===== config.mk =====
export PLATFORM = sky130hd
export DESIGN_NAME = cram_read_arbiter
export DESIGN_NICKNAME = d
export VERILOG_FILES = /design/src/rtl/cram_read_arbiter.sv
export SDC_FILE = /design/constraint.sdc
export NUM_CORES = 1
export LEC_CHECK = 0
export CAP_MARGIN = 30
export CORE_ASPECT_RATIO = 1.75
export CORE_MARGIN = 2
export CORE_UTILIZATION = 36
export DETAILED_ROUTE_END_ITERATION = 6
export PLACE_DENSITY = 0.93
export SYNTH_ARGS = -nofsm -noshare
export SYNTH_HDL_FRONTEND = slang
export SYNTH_SLANG_ARGS = --single-unit

===== constraint.sdc =====
create_clock -name clk -period 6.8 [get_ports clk]
set_input_delay 1.36 -clock clk [delete_from_list [all_inputs] [get_ports clk]]
set_output_delay 1.36 -clock clk [all_outputs]
set_load 0.1 [all_outputs]

===== src/rtl/cram_read_arbiter.sv =====
// Two-port round-robin arbiter for the CRAM AXI4 read channel: single-beat
// AR requests are funnelled to one slave port and R beats are steered back by RID.
module cram_read_arbiter #(
  parameter int MAX_OUTST = 4,
  parameter int ADDR_W    = 32
) (
  input  logic              clk,
  input  logic              nrst,

  input  logic [ADDR_W-1:0] p0_araddr,
  input  logic              p0_arvalid,
  output logic              p0_arready,
  output logic [31:0]       p0_rdata,
  output logic [1:0]        p0_rresp,
  output logic              p0_rvalid,
  input  logic              p0_rready,

  input  logic [ADDR_W-1:0] p1_araddr,
  input  logic              p1_arvalid,
  output logic              p1_arready,
  output logic [31:0]       p1_rdata,
  output logic [1:0]        p1_rresp,
  output logic              p1_rvalid,
  input  logic              p1_rready,

  output logic [3:0]        s_cram_arid,
  output logic [ADDR_W-1:0] s_cram_araddr,
  output logic [7:0]        s_cram_arlen,
  output logic [2:0]        s_cram_arsize,
  output logic [1:0]        s_cram_arburst,
  output logic              s_cram_arvalid,
  input  logic              s_cram_arready,
  input  logic [3:0]        s_cram_rid,
  input  logic [31:0]       s_cram_rdata,
  input  logic [1:0]        s_cram_rresp,
  input  logic              s_cram_rlast,
  input  logic              s_cram_rvalid,
  output logic              s_cram_rready,
  output logic              o_rid_err
);

  typedef enum logic {
    IDLE  = 1'b0,
    ISSUE = 1'b1
  } state_t;

  localparam logic [3:0] MAX_CNT = 4'(MAX_OUTST);

  state_t     state;
  logic [3:0] cnt [2];
  logic       rr_last;

  logic [1:0] elig;
  logic [1:0] grant;
  logic [1:0] ar_hs;
  logic [1:0] r_hs;
  logic       rid_is0;
  logic       rid_is1;
  logic       unused_rlast;

  assign unused_rlast   = s_cram_rlast;
  assign s_cram_arlen   = 8'h00;
  assign s_cram_arsize  = 3'h2;
  assign s_cram_arburst = 2'h1;

  // Grant decision is combinational so arready lands in the request cycle.
  always_comb begin
    // NOTE: every always_comb output gets a default first so no path leaves it
    // unassigned; otherwise synthesis infers a latch.
    elig  = 2'b00;
    grant = 2'b00;
    elig[0] = p0_arvalid && (cnt[0] < MAX_CNT);
    elig[1] = p1_arvalid && (cnt[1] < MAX_CNT);
    if (state == IDLE && nrst) begin
      if (&elig) begin
        grant = rr_last ? 2'b01 : 2'b10;
      end else begin
        grant = elig;
      end
    end
  end

  assign p0_arready = grant[0];
  assign p1_arready = grant[1];

  assign ar_hs[0] = s_cram_arvalid && s_cram_arready && !s_cram_arid[0];
  assign ar_hs[1] = s_cram_arvalid && s_cram_arready &&  s_cram_arid[0];

  // R steering: known IDs pass straight through, anything else is swallowed.
  assign rid_is0       = (s_cram_rid == 4'd0);
  assign rid_is1       = (s_cram_rid == 4'd1);
  assign p0_rvalid     = s_cram_rvalid && rid_is0;
  assign p1_rvalid     = s_cram_rvalid && rid_is1;
  assign s_cram_rready = rid_is0 ? p0_rready : (rid_is1 ? p1_rready : 1'b1);
  assign p0_rdata      = s_cram_rdata;
  assign p1_rdata      = s_cram_rdata;
  assign p0_rresp      = s_cram_rresp;
  assign p1_rresp      = s_cram_rresp;
  assign r_hs[0]       = p0_rvalid && p0_rready;
  assign r_hs[1]       = p1_rvalid && p1_rready;

  always_ff @(posedge clk) begin
    // NOTE: reset is sampled on the clock edge (synchronous), so nrst appears
    // only inside this block and never in the sensitivity list.
    if (!nrst) begin
      state          <= IDLE;
      s_cram_arvalid <= 1'b0;
      s_cram_araddr  <= '0;
      s_cram_arid    <= 4'd0;
      rr_last        <= 1'b1;
      cnt[0]         <= 4'd0;
      cnt[1]         <= 4'd0;
      o_rid_err      <= 1'b0;
    end else begin
      // NOTE: state registers use non-blocking assignments so every read in
      // this block sees the pre-edge value regardless of statement order.
      case (state)
        IDLE: begin
          if (|grant) begin
            s_cram_araddr  <= grant[1] ? p1_araddr : p0_araddr;
            s_cram_arid    <= {3'b000, grant[1]};
            rr_last        <= grant[1];
            s_cram_arvalid <= 1'b1;
            state          <= ISSUE;
          end
        end
        ISSUE: begin
          if (s_cram_arready) begin
            s_cram_arvalid <= 1'b0;
            state          <= IDLE;
          end
        end
        default: state <= IDLE;
      endcase

      // Simultaneous accept and return for one port cancel out.
      for (int i = 0; i < 2; i++) begin
        if (ar_hs[i] && !r_hs[i]) begin
          cnt[i] <= cnt[i] + 4'd1;
        end else if (r_hs[i] && !ar_hs[i] && cnt[i] != 4'd0) begin
          cnt[i] <= cnt[i] - 4'd1;
        end
        if (r_hs[i] && cnt[i] == 4'd0) begin
          o_rid_err <= 1'b1;
        end
      end

      if (s_cram_rvalid && !rid_is0 && !rid_is1) begin
        o_rid_err <= 1'b1;
      end
    end
  end

endmodule

Word-level counts from Yosys, hierarchy flattened
Memories as Yosys holds them, arrays and structs flattened.
Index checks and enable logic that the tools add are counted.
- bits in registers: 37
- bits in writable memories: 8
- input port bits: 111
- output and inout bits: 124
- word-level logic and storage cells: 92
- memories kept: 1
- memories (name ; depth ; bits a word ; rd ports ; clocked after Yosys merged registers in ; write ports ; RTL line ; source):
    cnt ; 2 ; 4 ; 2 ; 0 ; 2 ; 50 ; logic [3:0] cnt [2];
- $add $sub $neg: 4
- magnitude comparators: 2
- equal/unequal tests: 3
- muxes and demuxes: 34
- bitwise gates (word level): 5
- reduce and logical (&&, ||, !) cells: 37
- operator list (cell ; count):
    32-bit two-way mux ; 1
    1-bit two-way mux ; 24
    1-bit logical AND ; 20
    4-bit two-way mux ; 4
    4-bit zero test ; 3
    4-bit by 1-bit adder with 4-bit output, second input constant ; 2
    4-bit by 3-bit < comparator with 1-bit output, second input constant ; 2
    4-bit nonzero test ; 2
    4-bit by 1-bit subtractor with 4-bit output, second input constant ; 2
    1-bit zero test ; 7
    2-bit two-way mux ; 3
    2-bit AND reduction ; 3
    4-bit by 1-bit equality test with 1-bit output, second input constant ; 1
    1-bit OR ; 4
    1-bit case mux with 2 select lines ; 2
    3-bit nonzero test ; 1
    2-bit by 1-bit inequality test with 1-bit output, second input constant ; 1
    2-bit inequality test, second input constant ; 1
    2-bit OR reduction ; 1
    1-bit NOT ; 1

Logic depth before layout (Yosys ltp)
Gate-level depths: netlist (run 1).
- depth in word-level cells: 10
- gate-level depth with buffers: 10
- mapped depth without buffers: 10

Worst setup path before layout (run 1)
No wires, ideal clock.
- path kind: input -> output
- start point: input s_cram_rid[1]
- end point: output p0_rvalid
- arrival: 3.209 ns
- required time: 5.440 ns
- setup slack: 2.231 ns
- stages on the path: 2
- path buffers: 0
- path through: or4b_4 -> nor2_1
- cells in the longest elaborated chain, start to end: 2
- RTL lines (what ; RTL line ; source):
    from (decl) ; 33 ; input logic [3:0] s_cram_rid,
    4-bit zero test ; 90 ; assign rid_is0 = (s_cram_rid == 4'd0);
    1-bit logical AND ; 92 ; assign p0_rvalid = s_cram_rvalid && rid_is0;
    to (decl) ; 15 ; output logic p0_rvalid,
No other way between the ends.

Final worst setup path (run 1)
- start point: input nrst
- end point: output p0_arready
- cells in the longest elaborated chain, start to end: 2
- RTL lines (what ; RTL line ; source):
    from (decl) ; 8 ; input logic nrst,
    1-bit logical AND ; 74 ; if (state == IDLE && nrst) begin
    2-bit two-way mux ; 74 ;
    to (decl) ; 12 ; output logic p0_arready,
No other way between the ends.

==> results.md, run 1 <==
| Group | Quantity | Value |
|:---|:---|:---|
| die | Floorplan die width | 72.3 microns |
| routing | DRT Wirelength | 7600 microns |
| setup path | Worst Path Class, Setup | input port to output pin |
| grt | Overall Global Routing Usage | 16.9% |
| logic synthesis | Most used DFF post-synth | sky130_fd_sc_hd__dfxtp_1 |
| routing | DR WL met2 | 3970 microns |
| logic synthesis | Register bit count reported by yosys | 45 |
| die | Num rows | 43 |
| setup path | Peak fanout along the critical path | 11 |
| logic synthesis | Ys async rst share | 0% |
| sta | Setup TNS | 0 ns |
| hold path | Hold Crit Depth | 2 |
| logic synthesis | Post-synthesis instance total | 328 |
| routing | Total number of vias | 2313 |
| sta | Worst slew margin | 32.1% |
| grt | Antenna violations before repair | 0 |
| power | Clock network fraction of design power | 28.1% |
| clock network | Post-CTS setup buffer count | 0 |
| hold path | Type of the tightest min-delay check | register to register |
| die | Initial cell density of the core | 37.2% |
| power | Power per Cell Area | 235 nW/um^2 |
| sta | Crit path time final | 5.17 ns |
| routing | Number of design-rule violations left by the first detailed-router iteration | 84 |
| clock network | Number of buffers created by CTS | 5 |
| routing | Total length of routed met3 wires | 626 microns |
| power | Fraction of power spent switching nets | 38.6% |
| clock network | TritonCTS clock tree | yes |
| logic synthesis | Syn Std Cell Area | 2940 sq um |
| logic synthesis | Number of flops mapped to enable cells by yosys | 8 |
| setup path | Endpoint of the most critical register-to-register path | cnt[0][3]$_SDFFCE_PN0P_ |
| cells and area | Most common cell after layout, fill and taps aside | sky130_fd_sc_hd__clkdlybuf4s50_1 |
| placed design | Worst setup timing slack at the placement stage | 1.62 ns |
| sta | Share of the clock period used by the worst path | 76.1% |
| flow run | Max Cap Viol | 0 |
| run status | Result of the run | finished clean |
| sta | Clock tree skew after final layout | 0.00236 ns |
| routing | Length of routed wiring on met1 | 2420 microns |
| power | Part of the power in combinational logic | 37.5% |
| cells and area | N_diodes | 0 |
| clock network | Clk_lat worst skew | 0.28 ns |
| sta | Slew of the pin with the lowest slew margin | 1.02 ns |
| sta | RSZ-0062 raised after global routing | no |
| sta | Final hold violation count | 0 |
| logic synthesis | Number of warnings printed during yosys synthesis | 0 |
| sta | Fin. max-slew vios | 0 |
| setup path | CP Data Arrival Time | 3.81 ns |
| power | Design Power | 0.000893 W |
| placed design | Count of buffers from port buffering | 115 |
| clock network | Level count of the clock H-tree | 2 |
| logic synthesis | Unique masters post-synth | 44 |
| hold path | Worst Hold Launch | o_rid_err$_SDFFE_PN0P_ |
| cells and area | Fraction of layout cells with a size suffix above 1 | 5.98% |
| sta | Final setup violation count | 0 |
| setup path | Launch instance of the worst register-to-register path | cnt[0][1]$_SDFFCE_PN0P_ |
| placed design | DPL Wire Length | 6020 microns |
| routing | DR DRC count | 0 |
| grt | Via count of the first global-routing pass | 2316 |
| cells and area | Filler cell count in the final layout | 733 |
| logic synthesis | Top cells by area in the synthesized netlist | sky130_fd_sc_hd__dfxtp_1 25%, sky130_fd_sc_hd__buf_4 21%, sky130_fd_sc_hd__mux2i_1 11% |
| clock network | CTS Hold Bufs | 0 |
| cells and area | Layout-stage area growth over the synthesis result | 29.2% |
| cells and area | Share of the core filled with cells in the final layout | 48.1% |
| logic synthesis | Register area share after synthesis | 33.3% |
| setup path | Logic depth of the worst register-to-register path | 10 |
| hold path | Destination of the worst hold path | o_rid_err$_SDFFE_PN0P_ |
| placed design | Final RePlAce weighted congestion | 0.862 |
| clock network | Buffer levels on the longest clock path | 2 |
| power | Switching power | 0.000345 W |
| power | Design internal power | 0.000549 W |
| routing | Number of search-and-repair iterations in the first detailed-routing pass | 4 |
| setup path | Crit start category | input port |
| clock network | CTS clock-pin slew for the worst setup and hold paths | 0.06 ns |
| power | Max IR drop VDD | 128 uV |
| clock network | Count of clock tree sinks | 45 |
| logic synthesis | Cell accounting for the most synthesized area | sky130_fd_sc_hd__dfxtp_1 |
| grt | First-pass GRT wire length | 11400 microns |
| logic synthesis | Post-synthesis area per instance | 8.97 sq um |
| routing | Wire per inst | 16.6 microns |
| setup path | Worst endpoint required time | 5.44 ns |
| cells and area | Nets | 483 |
| power | P_leak | 1.37 nW |
| setup path | Crit. End Element | output pin |
| die | CORE AREA | 7910 sq um |
| logic synthesis | Share of the synthesized area in the top cell type | 25.2% |
| grt | Residual overflow from global routing | 0 |
| power | Portion of total power attributed to sequential cells | 34.4% |
| die | Area enclosed by the die boundary | 8940 sq um |
| routing | Via/cell ratio | 5.05 |
| cells and area | Leading cell types in the layout, fill and taps excluded | 114 x sky130_fd_sc_hd__clkdlybuf4s50_1, 43 x sky130_fd_sc_hd__nor2_1, 37 x sky130_fd_sc_hd__dfxtp_1, 33 x sky130_fd_sc_hd__mux2i_1, 33 x sky130_fd_sc_hd__a211oi_1 |
| clock network | Cell chosen for the clock root | sky130_fd_sc_hd__clkbuf_16 |
| grt | Maximum number of pins on one net before global-route repair | 39 |
| routing | Final ANT Viol Nets | 0 |
| sta | Post-route setup slack | 1.63 ns |
| sta | Highest Clock Rate | 193 MHz |
| die | Io pins | 235 |
| clock network | Post-cts repair resize count | 0 |
| setup path | Setup slack of the most critical reg-to-reg path | 4.03 ns |
| routing | Highest metal layer with signal wires | met4 |
| die | Height of the die | 124 microns |
[registers in the layout, indices dropped and copies added, names as in the netlist]
register and flops:
rr_last 1, state 1, s_cram_arvalid 1, s_cram_arid 1, cnt 8, s_cram_araddr 32, o_rid_err 1
[cell type report]
class | instances | area, sq um | share of cell area (%)
repair buffers | 119 | 1220 | 32.1
multi-input cells | 187 | 1300 | 34.1
well taps | 90 | 113 | 2.96
flip-flops and latches | 45 | 981 | 25.8
clock inverters | 1 | 5.00 | 0.132
inverters | 9 | 33.8 | 0.889
clock buffers | 7 | 153 | 4.02
[cells in the mapped netlist (2+ instances only)]
cell type	number
sky130_fd_sc_hd__and3_1	2
sky130_fd_sc_hd__conb_1	2
sky130_fd_sc_hd__nor2_1	43
sky130_fd_sc_hd__edfxtp_1	8
sky130_fd_sc_hd__nor2b_1	2
sky130_fd_sc_hd__xor2_1	2
sky130_fd_sc_hd__or3_1	2
sky130_fd_sc_hd__dfxtp_1	37
sky130_fd_sc_hd__nand2b_1	2
sky130_fd_sc_hd__buf_2	5
sky130_fd_sc_hd__mux2i_1	33
sky130_fd_sc_hd__ha_1	4
sky130_fd_sc_hd__nor3_1	2
sky130_fd_sc_hd__a21o_1	2
sky130_fd_sc_hd__nor4_1	2
sky130_fd_sc_hd__inv_1	9
sky130_fd_sc_hd__a21oi_1	5
sky130_fd_sc_hd__nand2_1	6
sky130_fd_sc_hd__a31oi_1	5
sky130_fd_sc_hd__clkbuf_1	11
sky130_fd_sc_hd__a211oi_1	33
sky130_fd_sc_hd__nand3_1	5
sky130_fd_sc_hd__buf_4	84
sky130_fd_sc_hd__o21a_1	2
[power by group through the flow]
stage	Sequential, W	Combinational (W)	Clock [W]
2_1_floorplan	0.000437	0.000305	0
3_3_place_gp	0.000312	0.000327	0
3_5_place_dp	0.000313	0.000336	0
4_1_cts	0.000307	0.000336	0.000261
5_1_grt	0.000310	0.000350	0.000271
6_report	0.000307	0.000335	0.000251
[per-layer routing]
metal	global-route usage [%]	vias up
met5	0	-
met4	14.9	0
met3	4.37	59
met2	29.6	105
met1	15.8	1027
li1	-	1122
[through the flow]
| step | area, sq um | hold slack (ns) | cells |
|---|---|---|---|
| after floorplan | 3000 | 0.438 | 342 |
| after global placement | 3590 | 0.470 | 448 |
| after detailed placement | 3640 | 0.481 | 450 |
| after CTS | 3800 | 0.495 | 458 |
| after global routing | 3800 | 0.518 | 458 |
| final | 3800 | 0.484 | 458 |
[logic make-up after synthesis]
logic type / count (synthesis) / share of synthesized area (%)
AOI/OAI and AO/OA: 54 / 13.9
xor gates and xnor gates: 3 / 0.893
adders and majority gates: 5 / 2.38
buffers and inverters: 110 / 25.0
DFF: 45 / 33.3
muxes: 33 / 11.2
other: 2 / 0.255
and+or+nand+nor: 76 / 13.1
[critical path, cell delays in order]
cell and delay [ns]:
sky130_fd_sc_hd__clkdlybuf4s50_1 0.73, sky130_fd_sc_hd__nor2b_1 0.23, sky130_fd_sc_hd__nand3_1 0.17, sky130_fd_sc_hd__a31oi_1 0.17
sky130_fd_sc_hd__clkdlybuf4s50_1 1.15
[worst max path at each step]
stage | from | endpoint | slack (ns) | depth (start not counted)
floorplan | s_cram_rid[1] | p0_rvalid | 2.23 | 2
global placement | nrst | p0_arready | 1.66 | 5
detailed placement | nrst | p0_arready | 1.62 | 5
CTS | nrst | p0_arready | 1.62 | 5
global route | nrst | p0_arready | 1.47 | 5
finish | nrst | p0_arready | 1.63 | 5
(Power assumes the default switching activity.)
==> run 2, diff against run 1 <==
- CORE_UTILIZATION: 36 -> 34
- PLACE_DENSITY: 0.93 -> 0.89
- clock period: 6.8 -> 5.3 ns (I/O delays scaled with it)
==> run 2 against run 1 <==
Effect of this change:
- utilization fell by 2.6 points
- count of clock-buffer cells in the layout did not move
- global-route usage fell by 1.2 points
- critical endpoint is now s_cram_rready
==> results.md, run 2 (synthesized netlist as in run 1, its figures left out) <==
| Group | Quantity | Value | Change |
|:---|:---|:---|:---|
| setup path | Worst path max stage delay | 1.13 ns | -0.02 ns |
| setup path | Crit start category | input port |  |
| routing | Via/cell ratio | 4.90 | -3.0% |
| routing | Final ANT Viol Nets | 0 | unchanged |
| clock network | Count of clock tree sinks | 45 | unchanged |
| setup path | Crit-path cells | clkdlybuf4s50_1 -> nand2b_1 -> nand3_1 -> clkdlybuf4s50_1 |  |
| clock network | Number of buffers created by CTS | 5 | unchanged |
| clock network | Cell chosen for the clock root | sky130_fd_sc_hd__clkbuf_16 |  |
| sta | Final setup violation count | 0 | unchanged |
| die | Initial cell density of the core | 35.2% | -2.0 points |
| cells and area | Final Cell Area | 3800 sq um | about the same |
| sta | Setup TNS | 0 ns | unchanged |
| grt | Overall Global Routing Usage | 15.7% | -1.2 points |
| grt | Maximum number of pins on one net before global-route repair | 49 | +26% |
| cells and area | Area of the multi-input gates | 1300 sq um | unchanged |
| clock network | Buffer levels on the longest clock path | 2 | unchanged |
| cells and area | Top Registers | s_cram_araddr x32, cnt x8 |  |
| setup path | Cell occurring most often along the worst timing path | sky130_fd_sc_hd__clkdlybuf4s50_1 |  |
| power | Design Power | 0.00114 W | +28% |
| die | Height of the die | 127 microns | +2.8% |
| grt | Via count of the first global-routing pass | 2422 | +4.6% |
| cells and area | Largest register by flop count | s_cram_araddr |  |
| sta | Clock tree skew after final layout | 0.00453 ns | +0.00218 ns |
| power | P_leak | 1.36 nW | -0.61% |
| die | Area enclosed by the die boundary | 9440 sq um | +5.6% |
| routing | DRT Wirelength | 7450 microns | -2.0% |
| run status | Result of the run | finished clean |  |
| power | Power per Cell Area | 300 nW/um^2 | +28% |
| cells and area | Max reg flops | 32 | unchanged |
| grt | First-pass GRT wire length | 11300 microns | -1.5% |
| sta | Fin. max-slew vios | 0 | unchanged |
| setup path | CP Data Arrival Time | 3.04 ns | -0.77 ns |
| setup path | Worst endpoint required time | 4.24 ns | -1.20 ns |
| sta | Highest Clock Rate | 244 MHz |  |
| clock network | Post-CTS setup buffer count | 0 | unchanged |
| clock network | Clk_lat worst skew | 0.28 ns | about the same |
| die | CORE AREA | 8370 sq um | +5.8% |
| sta | Slew of the pin with the lowest slew margin | 1.02 ns | +0.000262 ns |
| power | Max IR drop VDD | 177 uV | +39% |
| sta | Crit path time final | 4.10 ns |  |
| sta | Final hold violation count | 0 | unchanged |
| flow run | Max Cap Viol | 0 | unchanged |
| setup path | Setup slack of the most critical reg-to-reg path | 2.57 ns | -1.46 ns |
| sta | RSZ-0062 raised after global routing | no |  |
| clock network | TritonCTS clock tree | yes |  |
| sta | Final hold slack | 0.475 ns | -0.00846 ns |
| placed design | DP Area | 3640 sq um | about the same |
| setup path | Crit-path leading delay family | buffers and inverters |  |
| placed design | Count of buffers from port buffering | 115 | unchanged |
| placed design | DPL Wire Length | 5940 microns | -1.4% |
| cells and area | Layout-stage area growth over the synthesis result | 29.2% | about the same |
| hold path | Type of the tightest min-delay check | register to register |  |
| cells and area | Filler cell count in the final layout | 822 | +12% |
| die | Num rows | 44 | +2.3% |
| clock network | CTS Hold Bufs | 0 | unchanged |
| cells and area | N_diodes | 0 | unchanged |
| setup path | Worst path slowest cell | sky130_fd_sc_hd__clkdlybuf4s50_1 |  |
| cells and area | Nets | 482 | -0.21% |
| die | Io pins | 235 | unchanged |
| setup path | Worst Path Class, Setup | input port to output pin |  |
| sta | Worst slew margin | 32.1% | about the same |
| setup path | Peak fanout along the critical path | 6 | -5 |
| placed design | Final RePlAce weighted congestion | 0.812 | -5.8% |
| routing | Number of design-rule violations left by the first detailed-router iteration | 68 | -19% |
| clock network | CTS clock-pin slew for the worst setup and hold paths | 0.06 ns | about the same |
| cells and area | Fraction of layout cells with a size suffix above 1 | 6.54% | +0.56 points |
| routing | DR DRC count | 0 | unchanged |
| cells and area | Most common cell after layout, fill and taps aside | sky130_fd_sc_hd__clkdlybuf4s50_1 |  |
| routing | Total number of vias | 2362 | +2.1% |
| grt | Antenna violations before repair | 0 | unchanged |
| routing | Wire per inst | 15.5 microns | -6.9% |
| setup path | CP bufs+invs | 2 | unchanged |
| clock network | Level count of the clock H-tree | 2 | unchanged |
| routing | Number of search-and-repair iterations in the first detailed-routing pass | 3 | -1 |
| die | Floorplan die width | 74.3 microns | +2.7% |
| clock network | Post-cts repair resize count | 0 | unchanged |
| sta | Share of the clock period used by the worst path | 77.4% |  |
| cells and area | Area of all sequential standard cells | 981 sq um | unchanged |
| setup path | Crit. End Element | output pin |  |
| cells and area | Share of the core filled with cells in the final layout | 45.4% | -2.6 points |
| cells and area | Leading cell types in the layout, fill and taps excluded | 111 x sky130_fd_sc_hd__clkdlybuf4s50_1, 43 x sky130_fd_sc_hd__nor2_1, 37 x sky130_fd_sc_hd__dfxtp_1, 33 x sky130_fd_sc_hd__mux2i_1, 33 x sky130_fd_sc_hd__a211oi_1 |  |
| grt | Residual overflow from global routing | 0 | unchanged |
## run 2: where the power goes
group / switching [W] / internal [W] / total, W
registers: 0.0000176 / 0.000376 / 0.000394
logic: 0.000299 / 0.000127 / 0.000426
clock network: 0.000123 / 0.000199 / 0.000323
## run 2: final timing paths
path	startpoint	cells after the start	endpoint
min	o_rid_err$_SDFFE_PN0P_	2	o_rid_err$_SDFFE_PN0P_
min reg2reg	o_rid_err$_SDFFE_PN0P_	2	o_rid_err$_SDFFE_PN0P_
max	s_cram_rid[0]	4	s_cram_rready
max reg2reg	cnt[0][1]$_SDFFCE_PN0P_	10	cnt[0][3]$_SDFFCE_PN0P_
## run 2: through the flow
stage	worst slack, ns	instances
2_1_floorplan	1.33	342
3_3_place_gp	1.24	473
3_5_place_dp	1.19	474
4_1_cts	1.19	482
5_1_grt	1.15	482
6_report	1.20	482
## run 2: worst min-delay path, delay by kind of cell, from the launching register on
family / cells / cell delay [ns]
AOI/OAI and AO/OA: 1 / 0.04
and+or+nand+nor: 1 / 0.07
DFF: 1 / 0.33
## run 2: area by class of cell
| type | count | area share, % |
|---|---|---|
| multi-input cells | 187 | 34.1 |
| inverters | 9 | 0.888 |
| clock buffers | 7 | 4.01 |
| well taps | 115 | 3.78 |
| repair buffers | 118 | 31.3 |
| flip-flops and latches | 45 | 25.8 |
| clock inverters | 1 | 0.132 |
## run 2: per-layer routing
layer | routed length, microns | part of all wire (%) | global-route usage, %
met1 | 2090 | 28 | 11.8
met2 | 4170 | 56 | 30.6
met3 | 539 | 7.2 | 2.92
met4 | 646 | 8.7 | 14.3
met5 | 0 | 0 | 0
